==> src/rtl/spi_reg_target.sv <==
`timescale 1ns/1ps
// spi_reg_target: SPI mode-0 target, oversampled in the clk domain, one register access per 48-bit frame.
// Define SPI_AUTOINC_EN to stream further 32-bit words at incrementing addresses within one frame.
module spi_reg_target (
    input  logic        clk,
    input  logic        nreset,
    input  logic        spi_clk,
    input  logic        spi_ncs,
    input  logic        spi_din,
    output logic        spi_dout,
    output logic        reg_req,
    output logic        reg_we,
    output logic [11:0] reg_addr,
    output logic [31:0] reg_wdata,
    input  logic [31:0] reg_rdata,
    input  logic        reg_ack
);

    localparam int unsigned ADDR_W     = 12;
    localparam int unsigned DATA_W     = 32;
    localparam int unsigned CNT_W      = 6;
    localparam int unsigned WIN_W      = 4;
    localparam int unsigned ACK_WINDOW = 8;
    localparam logic [DATA_W-1:0] LATE_VALUE = 32'hDEADDEAD;
    localparam logic [15:0]       SYNC_WORD  = 16'hA5C3;
    localparam logic [1:0]        CMD_RD     = 2'b00;
    localparam logic [1:0]        CMD_WR     = 2'b01;

`ifdef SPI_AUTOINC_EN
    localparam bit AUTOINC = 1'b1;
`else
    localparam bit AUTOINC = 1'b0;
`endif

    typedef enum logic [1:0] {IDLE, HDR, DATA, DONE} state_t;

    state_t              state, state_nx;
    logic [2:0]          sclk_sync, ncs_sync;
    logic [1:0]          din_sync;
    logic [CNT_W-1:0]    cnt;
    logic [30:0]         rx;
    logic [DATA_W-1:0]   tx;
    logic [1:0]          cmd;
    logic [ADDR_W-1:0]   addr_cur;
    logic [DATA_W-1:0]   rd_word;
    logic [WIN_W-1:0]    win_cnt;
    logic                start_pend;

    logic                sclk_rise, ncs_fall, ncs_high, start, shift_en;
    logic                addr_end, hdr_end, word_first, word_end, wrap, ack_ok;
    logic                rd_issue, wr_issue;
    logic [DATA_W-1:0]   rx_next, rd_next, tx_load;
    logic [ADDR_W-1:0]   rd_addr;

    // Edges are judged between the second synchroniser stage and a third history stage
    assign sclk_rise  = sclk_sync[1] & ~sclk_sync[2];
    assign ncs_fall   = ~ncs_sync[1] & ncs_sync[2];
    assign ncs_high   = ncs_sync[1];
    assign start      = (state == IDLE) && (start_pend || ncs_fall) && !ncs_high && !reg_req;
    assign shift_en   = sclk_rise && !ncs_high && (state == HDR || state == DATA);
    assign rx_next    = {rx, din_sync[1]};
    assign addr_end   = shift_en && (cnt == CNT_W'(13));
    assign hdr_end    = shift_en && (cnt == CNT_W'(15));
    assign word_first = shift_en && (cnt == CNT_W'(16));
    assign word_end   = shift_en && (cnt == CNT_W'(47));
    assign wrap       = AUTOINC && word_end;
    assign ack_ok     = reg_req && reg_ack && !reg_we && (win_cnt < WIN_W'(ACK_WINDOW));
    assign rd_next    = ack_ok ? reg_rdata : rd_word;
    assign tx_load    = (cmd == CMD_RD) ? rd_next : '0;
    assign rd_issue   = (addr_end && cmd == CMD_RD) || (AUTOINC && word_first && cmd == CMD_RD);
    assign rd_addr    = addr_end ? rx_next[ADDR_W-1:0] : addr_cur + ADDR_W'(1);
    assign wr_issue   = word_end && (cmd == CMD_WR);

    always_ff @(posedge clk or negedge nreset) begin
        if (!nreset) begin
            state <= IDLE;
        end else begin
            state <= state_nx;
        end
    end

    always_comb begin
        state_nx = state;
        unique case (state)
            IDLE:    if (start)    state_nx = HDR;
            HDR:     if (hdr_end)  state_nx = DATA;
            DATA:    if (word_end) state_nx = AUTOINC ? DATA : DONE;
            DONE:    state_nx = DONE;
            default: state_nx = IDLE;
        endcase
        if (ncs_high) state_nx = IDLE;
    end

    // Pin synchronisers and the serial shift path
    always_ff @(posedge clk or negedge nreset) begin
        if (!nreset) begin
            sclk_sync  <= '0;
            ncs_sync   <= '1;
            din_sync   <= '0;
            start_pend <= 1'b0;
            cnt        <= '0;
            rx         <= '0;
            tx         <= '0;
            cmd        <= '0;
            addr_cur   <= '0;
            spi_dout   <= 1'b0;
        end else begin
            sclk_sync  <= {sclk_sync[1:0], spi_clk};
            ncs_sync   <= {ncs_sync[1:0], spi_ncs};
            din_sync   <= {din_sync[0], spi_din};
            start_pend <= !ncs_high && !start && (start_pend || ncs_fall);
            if (ncs_high) begin
                cnt      <= '0;
                spi_dout <= 1'b0;
            end else if (start) begin
                cnt      <= '0;
                tx       <= {SYNC_WORD[14:0], 17'b0};
                spi_dout <= SYNC_WORD[15];
            end else if (shift_en) begin
                rx  <= rx_next[30:0];
                cnt <= wrap ? CNT_W'(16) : cnt + CNT_W'(1);
                if (cnt == CNT_W'(1))  cmd      <= rx_next[1:0];
                if (cnt == CNT_W'(13)) addr_cur <= rx_next[ADDR_W-1:0];
                if (wrap)              addr_cur <= addr_cur + ADDR_W'(1);
                if (hdr_end || wrap) begin
                    spi_dout <= tx_load[31];
                    tx       <= {tx_load[30:0], 1'b0};
                end else if (word_end) begin
                    spi_dout <= 1'b0;
                end else begin
                    spi_dout <= tx[31];
                    tx       <= {tx[30:0], 1'b0};
                end
            end
        end
    end

    // Register bus handshake; a read that misses the ack window returns LATE_VALUE
    always_ff @(posedge clk or negedge nreset) begin
        if (!nreset) begin
            reg_req   <= 1'b0;
            reg_we    <= 1'b0;
            reg_addr  <= '0;
            reg_wdata <= '0;
            rd_word   <= '0;
            win_cnt   <= '0;
        end else begin
            if (reg_req) begin
                if (win_cnt != '1) win_cnt <= win_cnt + WIN_W'(1);
                if (reg_ack) begin
                    reg_req <= 1'b0;
                    if (ack_ok) rd_word <= reg_rdata;
                end
            end else if (rd_issue) begin
                reg_req  <= 1'b1;
                reg_we   <= 1'b0;
                reg_addr <= rd_addr;
                win_cnt  <= '0;
            end else if (wr_issue) begin
                reg_req   <= 1'b1;
                reg_we    <= 1'b1;
                reg_addr  <= addr_cur;
                reg_wdata <= rx_next;
            end
            if (rd_issue) rd_word <= LATE_VALUE;
        end
    end

endmodule

==> config.mk <==
export PLATFORM = sky130hd
export DESIGN_NAME = spi_reg_target
export DESIGN_NICKNAME = d
export VERILOG_FILES = /design/src/rtl/spi_reg_target.sv
export SDC_FILE = /design/constraint.sdc
export NUM_CORES = 1
export LEC_CHECK = 0
export CORE_MARGIN = 5
export CORE_UTILIZATION = 45
export DETAILED_ROUTE_END_ITERATION = 6
export MAX_ROUTING_LAYER = met4
export PLACE_DENSITY = 0.67
export SKIP_CTS_REPAIR_TIMING = 1
export SYNTH_ARGS = -nofsm -noshare
export SYNTH_HDL_FRONTEND = slang
export SYNTH_SLANG_ARGS = --single-unit
==> constraint.sdc <==
create_clock -name clk -period 2.91 [get_ports clk]
set_clock_uncertainty 0.1 [all_clocks]
set_input_delay 0.582 -clock clk [delete_from_list [all_inputs] [get_ports clk]]
set_output_delay 0.582 -clock clk [all_outputs]
set_load 0.02 [all_outputs]
Word level (Yosys, flattened, before mapping)
Cells that the tools add are included.
W data, S select, Z words.
- bits in registers: 177
- bits of input ports: 38
- output and inout port bits: 47
- word-level logic and storage cells: 113
- add/subtract/negate cells: 3
- order comparisons: 1
- equal/unequal tests: 14
- muxes and demuxes: 34
- bitwise gates (word level): 7
- reduce and logical (&&, ||, !) cells: 37
- operators by type and width (operator ; number):
    $mux W32 ; 9
    $mux W12 ; 3
    $mux W6 ; 3
    $logic_and A1 B1 Y1 ; 15
    $add A12 B1 Y12 const B ; 1
    $eq A6 B4 Y1 const B ; 2
    $mux W4 ; 3
    $ne A3 B3 Y1 const B ; 4
    $reduce_and A3 Y1 ; 4
    $mux W1 ; 11
    $mux W2 ; 4
    $pmux W2 S4 ; 1
    $reduce_and A4 Y1 ; 2
    $reduce_bool A2 Y1 ; 4
    $add A6 B1 Y6 const B ; 1
    $eq A6 B1 Y1 const B ; 1
    $eq A6 B6 Y1 const B ; 1
    $reduce_and A2 Y1 ; 3
    $not A1 Y1 ; 5
    $add A4 B1 Y4 const B ; 1
    $eq A2 B1 Y1 const B ; 2
    $eq A2 B2 Y1 const B ; 2
    $logic_not A1 Y1 ; 4
    $logic_not A2 Y1 ; 2
    6 further kinds ; 8

Logic depth before layout (Yosys ltp)
- depth after elaboration: 10
- depth in mapped cells: 9
- depth with buffers taken out: 6

Worst setup path after synthesis
Ideal clock, no wire load.
- kind: reg2reg
- from: register cnt[1]
- to: register reg_addr[10]
- library setup time: 125 ps
- arrival time: 2201 ps
- data required time: 2685 ps
- slack: 485 ps
- cell stages (with the launch flop): 8
- buffers on the path: 1
- period minus slack after synthesis: 2425 ps
- cells stage by stage: dfrtp_1 > inv_1 > ha_1 > or3b_2 > nor4_4 > buf_2 > mux2_2 > mux2_2
- word-level cells in the longest chain between the ends: 5
- elaborated cells on any way between the ends: 10
- classes of those cells: eq/ne: 2; mux: 2; reduce/logical: 6
- RTL lines (item ; RTL line ; source):
    start, declared ; 40 ; logic [CNT_W-1:0] cnt;
    start signal, assigned ; 121 ; cnt <= wrap ? CNT_W'(16) : cnt + CNT_W'(1);
    $eq A6 B4 Y1 or $eq A6 B6 Y1 (tied branches) ; 62, 65 ;
    $logic_and A1 B1 Y1 (on tied branches) ; 62, 65 ;
    $logic_and A1 B1 Y1 (on tied branches) ; 70, 72 ;
    $reduce_bool A2 Y1 (no source line) ; -- ;
    $reduce_and A2 Y1 (no source line) ; -- ;
    end signal, assigned ; 157 ; reg_addr <= rd_addr;
    end signal, assigned ; 162 ; reg_addr <= addr_cur;
    end, declared ; 13 ; output logic [11:0] reg_addr,
Parallel ways exist; a longest one is shown, timed or not.
A chain may end at the register's enable or synchronous reset.

Final worst setup path
- from: register state[0]
- to: register addr_cur[2]
- word-level cells in the longest chain between the ends: 6
- elaborated cells on any way between the ends: 10
- classes of those cells: eq/ne: 2; bitwise: 1; reduce/logical: 7
- RTL lines (item ; RTL line ; source):
    start, declared ; 37 ; state_t state, state_nx;
    start signal, assigned ; 78 ; state <= state_nx;
    $logic_not A2 Y1 ; 59 ; assign start = (state == IDLE) && (start_pend || ncs_fall) && !ncs_high && !reg_req;
    $logic_and A1 B1 Y1 (3 in series) ; 59 ;
    $not A1 Y1 (no source line) ; -- ;
    $reduce_and A4 Y1 (no source line) (*) ; -- ;
    end signal, assigned ; 123 ; if (cnt == CNT_W'(13)) addr_cur <= rx_next[ADDR_W-1:0];
    end signal, assigned ; 124 ; if (wrap) addr_cur <= addr_cur + ADDR_W'(1);
    end, declared ; 44 ; logic [ADDR_W-1:0] addr_cur;
Every way passes the cells marked *; elsewhere a longest branch is shown, timed or not.

==> impl_summary.log <==
INFO  metric antenna_left = 0
INFO  metric synth_nets = 586
INFO  metric setup_viol_count_final = 0
INFO  metric numCtsBuffers = 17
INFO  metric layout.cells.most_common_list = dfrtp_1, mux2_2, clkdlybuf4s50_1, mux2i_1, nand2_1
INFO  metric grt_antenna_before_repair = 0
INFO  metric max-cap-violations = 0
INFO  metric vias_in_the_first_global_route = 4,817
INFO  metric rsz0062_at_grt = no
INFO  metric timing.max_slew.rel_slack = 0.385
INFO  metric grt.overflow.total = 0
INFO  metric static-leakage-power = 4.07 nW
INFO  metric path_clk_slew = 0.06 ns
INFO  metric drt-pass1-iter-count = 6
INFO  metric placedInstanceArea = 8490 um2
INFO  metric cts-root-buf = clkbuf_16
INFO  metric gp_congestion = 0.758
INFO  metric hpwl = 9.75 mm
INFO  metric global_route_wire_length_before_repair = 24.8 mm
INFO  metric dieWidth = 138 um
INFO  metric ios = 85
INFO  metric cts_buffer_depth = 2
INFO  metric period_share = 0.917
INFO  metric final_period_minus_worst_setup_slack = 2.67 ns
INFO  metric final_cell_area = 9080 um2
INFO  metric drt_drc_violations_left = 0
INFO  metric tritoncts = built
INFO  metric wire_per_inst = 17.5 um
INFO  metric synthesis.area_per_instance = 13.6 um2
INFO  metric grt_start_max_net_pins = 72
INFO  metric num-nets-final = 670
INFO  metric maxSlewViolCount = 0
INFO  metric synth_top_flop_cell = dfrtp_1
INFO  metric cts.sink_count = 176
INFO  metric power_density = 604 nW/um2
INFO  metric start_util = 0.462
INFO  metric run_status = complete, no violations
INFO  metric drt_wl_total = 15.0 mm
INFO  metric hold_violations = 0
INFO  metric max_ir_drop_vdd = 418 uV
INFO  metric cp-end-kind = flip-flop
INFO  metric final_antenna_diode_count = 0
INFO  metric worstSetupStartpointType = flip-flop
INFO  metric synth_seq_area_share = 0.599
INFO  metric yosys_register_bits = 176
INFO  metric std_cell_rows = 46
INFO  metric synth-async-reset-ratio = 1.00
INFO  metric cp_max_fo = 14
INFO  metric buffer_ports.inserted = 84
INFO  metric hold-worst-slack = 0.0679 ns
INFO  metric crit_type = reg2reg
INFO  metric synth_cells = 541
INFO  metric vias = 4,601
INFO  metric vias_per_cell = 5.39
INFO  metric drt-initial-drc-count = 286
INFO  metric number_of_synthesized_flops_with_an_enable_pin = 0
INFO  metric worst-endpoint-required = 3.11 ns
INFO  metric syn-cell-area = 7360 um2
INFO  metric core_box_area = 15,900 um2
INFO  metric fp.dieH = 138 um
INFO  metric die_area = 19,000 um2
INFO  metric yosys.cell_types.count = 50
INFO  metric multi_input_logic_area = 2770 um2
INFO  metric area_growth = 23.3%
INFO  metric cts-htree-levels = 4
INFO  metric timing_worst_slew_pin_value = 0.923 ns
INFO  metric yosys_warnings = 0
INFO  metric fmaxAchievable = 0.375 GHz
INFO  metric fillerInstances = 1,311
INFO  metric timing.hold.worst.class = in2async
INFO  metric grt_use_total = 0.172
INFO  metric clk_latency = 0.42 ns
INFO  metric critical_path_arrival = 2.87 ns
INFO  metric ff_latch_area = 4410 um2
INFO  metric final_layout_size_suffix_gt1_frac = 0.252
INFO  metric setup-tns-final = 0 ns
INFO  metric final_common_cell = dfrtp_1
-- final cells by class --
class,count,area share
sequential,176,0.486
clock inverter,12,0.0146
tap,216,0.0298
inverter,9,0.00372
multi-input combinational,319,0.306
timing repair buffer,102,0.110
clock buffer,20,0.0503
-- metal layers --
| metal | global-route usage | vias up | part of all wire |
|---|---|---|---|
| li1 | - | 2135 | - |
| met1 | 0.232 | 2351 | 0.47 |
| met2 | 0.259 | 100 | 0.47 |
| met3 | 0.0428 | 15 | 0.044 |
| met4 | 0.0560 | 0 | 0.013 |
| met5 | - | - | 0 |
-- path summary, 6_finish.rpt --
check,start,to,slack [ns],depth (start not counted)
max,state[0]$_DFFE_PN0P_,addr_cur[2]$_DFFE_PN0P_,0.24,6
min,nreset,rd_word[5]$_DFFE_PN0P_,0.07,1
max reg2reg,state[0]$_DFFE_PN0P_,addr_cur[2]$_DFFE_PN0P_,0.24,6
min reg2reg,din_sync[0]$_DFF_PN0_,din_sync[1]$_DFF_PN0_,0.25,0
max in group asynchronous,nreset,tx[28]$_DFFE_PN0P_,1.79,2
min in group clk,din_sync[0]$_DFF_PN0_,din_sync[1]$_DFF_PN0_,0.25,0
-- critical path, cell delays in order, from the launching register on --
cell,delay [ns]
dfrtp_1,0.40
inv_1,0.12
ha_1,0.21
inv_1,0.11
o31ai_4,0.65
or3_1,0.55
mux2_2,0.40
-- Yosys cell counts, types with 2 or more instances --
library cell / n / area share
a211oi_1: 3 / 0.0031
nand3_1: 5 / 0.0034
buf_2: 14 / 0.0095
mux2i_1: 32 / 0.044
dfstp_2: 3 / 0.011
inv_1: 9 / 0.0046
o21ai_0: 5 / 0.0034
buf_6: 2 / 0.0031
or3_1: 3 / 0.0025
nand2_1: 32 / 0.016
ha_1: 7 / 0.012
nor4bb_1: 2 / 0.0027
or4_1: 3 / 0.0031
nor2_1: 22 / 0.011
o2bb2ai_1: 23 / 0.027
mux2_2: 101 / 0.15
buf_1: 4 / 0.0020
a22o_1: 23 / 0.027
clkbuf_1: 17 / 0.0087
a2bb2oi_1: 16 / 0.019
a31oi_1: 2 / 0.0017
a21oi_1: 6 / 0.0041
dfrtp_1: 173 / 0.59
nand4_1: 2 / 0.0017
nor3_1: 5 / 0.0034
xor2_1: 3 / 0.0036
-- through the flow --
| stage | std cells | setup slack, ns | power, W | util |
|---|---|---|---|---|
| 5_1_grt | 854 | 0.0510 | 0.00572 | 0.569 |
| 4_1_cts | 854 | 0.201 | 0.00553 | 0.569 |
| 3_3_place_gp | 822 | 0.324 | 0.00323 | 0.532 |
| 2_1_floorplan | 541 | 0.485 | 0.00303 | - |
| 3_5_place_dp | 822 | 0.221 | 0.00326 | 0.532 |
| 6_report | 854 | 0.240 | 0.00548 | 0.569 |
-- power by group --
group	internal (W)	switching [W]
sequential	0.00256	0.0000956
clock	0.00132	0.000948
combinational	0.000259	0.000295
-- sequential cells by signal (all words and copies together), names as in the netlist --
| register | count |
|---|---|
| cnt | 6 |
| spi_dout | 1 |
| reg_addr | 12 |
| reg_wdata | 32 |
| din_sync | 2 |
| start_pend | 1 |
| cmd | 2 |
| addr_cur | 12 |
| state | 2 |
| rd_word | 32 |
| rx | 31 |
| reg_we | 1 |
| reg_req | 1 |
| win_cnt | 4 |
| tx | 31 |
| sclk_sync | 3 |
| ncs_sync | 3 |
-- cells by family after synthesis --
group           count (synthesis)  share of synthesized area
simple gates                   83                     0.0563
flops                         176                      0.599
mux                           134                      0.200
xor+xnor                        4                    0.00476
buf+inv                        46                     0.0279
fa+ha+maj                       7                     0.0119
compound gates                 91                      0.101
No activity file was read; power rests on OpenSTA's default activity.
